==> src/rtl/mod_div_pow2_iter.sv <==
// Multi-lane iterative modular divider: data_o = data_i * 2^-k mod Q, one halving per clock.
// Optional macro MOD_DIV_POW2_RANGE_CHECK_EN enables the sticky input range error on err_o.
module mod_div_pow2_iter #(
  parameter int Q         = 3329,
  parameter int WIDTH     = 12,
  parameter int LANES     = 4,
  parameter int MAX_SHIFT = 8,
  parameter int SW        = $clog2(MAX_SHIFT + 1)
) (
  input  logic                   clk,
  input  logic                   rst_n,
  input  logic                   valid_i,
  output logic                   ready_o,
  input  logic [LANES*WIDTH-1:0] data_i,
  input  logic [SW-1:0]          shift_i,
  output logic                   valid_o,
  input  logic                   ready_i,
  output logic [LANES*WIDTH-1:0] data_o,
  output logic                   err_o
);

  typedef enum logic [1:0] {IDLE, BUSY, DONE} state_t;

  localparam logic [SW-1:0]  MAX_K = SW'(MAX_SHIFT);
  localparam logic [WIDTH:0] Q_EXT = (WIDTH + 1)'(Q);

  state_t                 r_state;
  logic [LANES*WIDTH-1:0] r_lanes;
  logic [SW-1:0]          r_count;
  logic                   r_valid;

  logic                   w_accept;
  logic [SW-1:0]          w_count_in;
  logic [LANES*WIDTH-1:0] w_half;
  logic [WIDTH:0]         w_sum;

  assign ready_o    = (r_state == IDLE) || ((r_state == DONE) && ready_i);
  assign w_accept   = valid_i && ready_o;
  assign w_count_in = (shift_i > MAX_K) ? MAX_K : shift_i;
  assign valid_o    = r_valid;
  assign data_o     = r_lanes;

  // Odd values get Q added first so the halving stays exact modulo Q.
  always_comb begin
    w_half = '0;
    w_sum  = '0;
    for (int l = 0; l < LANES; l++) begin
      w_sum = {1'b0, r_lanes[l*WIDTH +: WIDTH]} +
              (r_lanes[l*WIDTH] ? Q_EXT : '0);
      w_half[l*WIDTH +: WIDTH] = w_sum[WIDTH:1];
    end
  end

  always_ff @(posedge clk or negedge rst_n) begin
    if (!rst_n) begin
      r_state <= IDLE;
      r_lanes <= '0;
      r_count <= '0;
      r_valid <= 1'b0;
    end else if (w_accept) begin
      r_lanes <= data_i;
      r_count <= w_count_in;
      if (w_count_in == '0) begin
        r_state <= DONE;
        r_valid <= 1'b1;
      end else begin
        r_state <= BUSY;
        r_valid <= 1'b0;
      end
    end else begin
      case (r_state)
        BUSY: begin
          r_lanes <= w_half;
          r_count <= r_count - 1'b1;
          if (r_count == SW'(1)) begin
            r_state <= DONE;
            r_valid <= 1'b1;
          end
        end
        DONE: begin
          if (ready_i) begin
            r_state <= IDLE;
            r_valid <= 1'b0;
          end
        end
        default: begin
          r_state <= IDLE;
          r_valid <= 1'b0;
        end
      endcase
    end
  end

`ifdef MOD_DIV_POW2_RANGE_CHECK_EN
  logic w_range_bad;
  logic r_err;

  always_comb begin
    w_range_bad = 1'b0;
    for (int l = 0; l < LANES; l++) begin
      if (data_i[l*WIDTH +: WIDTH] >= WIDTH'(Q)) w_range_bad = 1'b1;
    end
  end

  always_ff @(posedge clk or negedge rst_n) begin
    if (!rst_n) r_err <= 1'b0;
    else if (w_accept && w_range_bad) r_err <= 1'b1;
  end

  assign err_o = r_err;
`else
  assign err_o = 1'b0;
`endif

endmodule

==> config.mk <==
export PLATFORM = sky130hd
export DESIGN_NAME = mod_div_pow2_iter
export DESIGN_NICKNAME = d
export VERILOG_FILES = /design/src/rtl/mod_div_pow2_iter.sv
export SDC_FILE = /design/constraint.sdc
export NUM_CORES = 1
export LEC_CHECK = 0
export BUFFER_PORTS_ARGS = -buffer_cell sky130_fd_sc_hd__buf_2
export CAP_MARGIN = 15
export CORE_MARGIN = 8
export CORE_UTILIZATION = 35
export CTS_BUF_LIST = sky130_fd_sc_hd__clkbuf_2
export CTS_CLUSTER_DIAMETER = 60
export CTS_CLUSTER_SIZE = 25
export DETAILED_ROUTE_END_ITERATION = 16
export GPL_TIMING_DRIVEN = 0
export REMOVE_ABC_BUFFERS = 1
export SETUP_SLACK_MARGIN = 0.3
export SLEW_MARGIN = 20
export SYNTH_ARGS = -nofsm -noshare
export SYNTH_HDL_FRONTEND = slang
export SYNTH_SLANG_ARGS = --single-unit
==> constraint.sdc <==
create_clock -name clk -period 3.3 [get_ports clk]
set_clock_uncertainty 0.15 [all_clocks]
set_input_delay 0.66 -clock clk [delete_from_list [all_inputs] [get_ports clk]]
set_output_delay 0.66 -clock clk [all_outputs]
set_load 0.05 [all_outputs]
==> out/metrics.cfg <==
[synth]
postSynthCellCount=355
synthArstFlopShare_pct=100
synth_edf_count=0
syn_avg_cell_area_um2=9.41
synth_area_leader_cell=dfrtp_1
yosys_warnings=0
dominantRegCellSynth=dfrtp_1
synth_area_um2=3340
ys_seq_area_share_pct=40.4
synth_cell_types=53
synth.area.top_cells=dfrtp_1 40%, ha_1 6.7%, a22oi_1 5.8%, xnor2_1 5.0%, o21ai_1 4.5%
netlist.area_leader.share_pct=40.4
ys_ff_latch=54

[timing]
slew_headroom_pct=36.4
worst_pin_slew_ns=0.953
setup_viol=0
hold_viol_final=0
whs_ns=0.0572
grt_setup_unrepaired=false
period_share_pct=75.1
max_freq_mhz=403
maxSlewViolCount=0
worst_slack_ns=0.820
min_period_ns=2.48

[grt]
top_usage_layer=met2
use_met3_pct=3.91
antenna_found_initial=0
overflow=0
grt_use_met2_pct=24.1
grt_pass1_wl_um=16200
grt_max_degree=55
grt_pass1_vias=3241
grt_use_met1_pct=20.4
grtUsageTotal_pct=15.2

[route]
ant_nets=0
dr_total_vias=3201
drtPass1Iterations=4
avgViaCountPerCell=5.49
drc_errors=0
drt_iter0_markers=132
wl_per_cell_um=16.9
drt-total-wl_um=9880

[cells_and_area]
n_antenna_cell=0
most-common-layout-cells=104 x buf_2, 54 x dfrtp_1, 38 x nand2_1, 30 x o21ai_1, 26 x a22oi_1
final_common_cell=buf_2
drive_above_1_share_pct=27.8
final_nets=527
syn2layout_area_growth_pct=21.9

[clock_tree]
clk_latency_ns=0.45
cts_resized=0
cts_hold_buffers=0
cts.sinks=54
cts_root_buf=clkbuf_2
path_clk_slew_ns=0.30
htreeDepth=2
clock_path_buffers=2
cts_setup_buffers=0
numCtsBuffers=5
cts_tree=yes

[worst_setup_path]
worstSetupPathType=reg2reg
crit_fanout=22
cp.required_ns=3.50
crit_path_end_kind=register
arrival_ns=2.67
cp-start-kind=register

[placement]
dp_hpwl_um=7070
post-place-ws_ns=0.695
io_buffer_count=105
gp_congestion=0.778

[floorplan]
start_util_pct=36.2
io_pins=107
die_x_um=114
coreArea_um2=9240
die_h_um=114
rows=35
dieArea_um2=12900

[outcome]
status=finished clean

[job]
drv_cap=0

[min_path]
hp-class=in2async

## layer usage
metal	vias to the layer above	wire length, um
li1	1553	-
met4	0	71
met2	112	4410
met5	-	0
met1	1529	4690
met3	7	704
## cells by family (layout without fill, tap and decap cells)
group | Yosys count | after routing | share of synthesized area, %
and+or+nand+nor | 115 | 115 | 17.7
DFF | 54 | 54 | 40.4
xor gates and xnor gates | 29 | 29 | 7.60
buffers and inverters | 25 | 124 | 3.33
AOI/OAI and AO/OA | 112 | 112 | 23.8
other | 1 | 1 | 0.112
muxes | 1 | 1 | 0.300
adders and majority gates | 18 | 18 | 6.74
## metrics by stage
stage | setup TNS, ns | utilization [%] | instances | cell area (um2)
finish | 0 | 44.1 | 583 | 4070
global route | 0 | 44.1 | 583 | 4070
CTS | 0 | 44.1 | 583 | 4070
detailed placement | 0 | 43.7 | 575 | 4040
global placement | -76.77 | 42.7 | 572 | 3950
floorplan | -2.86 | - | 338 | 3260
## final cells by class
type	count	area (um2)
clock inverters	3	11.3
fillers	924	5170
flip-flops and latches	54	1350
inverters	8	30.0
multi-input cells	276	1890
repair buffers	108	603
clock buffers	5	25.0
well taps	129	161
## synth_stat cells (2+ instances only)
cell type / n
xnor2_1: 19
and2_1: 2
nor3b_1: 2
nand4_1: 8
nand3_1: 13
clkbuf_1: 4
ha_1: 18
a211oi_1: 4
and3b_1: 2
nor4_1: 4
dfrtp_1: 54
a221o_1: 9
inv_1: 7
nand2_1: 38
nand3_2: 2
nor3_1: 8
o22ai_1: 6
and3_1: 4
nand2b_1: 2
a31oi_1: 6
or3_1: 2
a221oi_1: 2
a22oi_1: 26
buf_2: 11
o41ai_1: 2
nor2_1: 21
xor2_1: 10
o31ai_1: 4
o21ai_1: 30
o221ai_1: 2
o21ai_0: 2
a32oi_1: 4
a21oi_1: 7
## sequential cells by signal, indices dropped and copies added (netlist names)
register,flops
data_o,48
r_count,4
r_state,2
## worst paths after layout
path	startpoint	to	slack [ns]	cells after the start
min in group clk	data_i[2]	data_o[2]	0.24	3
max in group asynchronous	rst_n	data_o[13]	2.44	1
min reg2reg	r_count[0]	r_count[0]	0.41	1
max	r_state[0]	data_o[32]	0.82	6
min	rst_n	data_o[2]	0.06	1
max reg2reg	r_state[0]	data_o[32]	0.82	6
## critical path: stages, from the launching register on
cell and delay [ns]:
dfrtp_1 0.46, inv_2 0.07, nor2_2 0.74, nor2_4 0.30, buf_16 0.26, a222oi_1 0.27
nand3_1 0.10
Power is not shown: default switching activity piles up to over one toggle a cycle in this logic, so the estimate is an artifact.
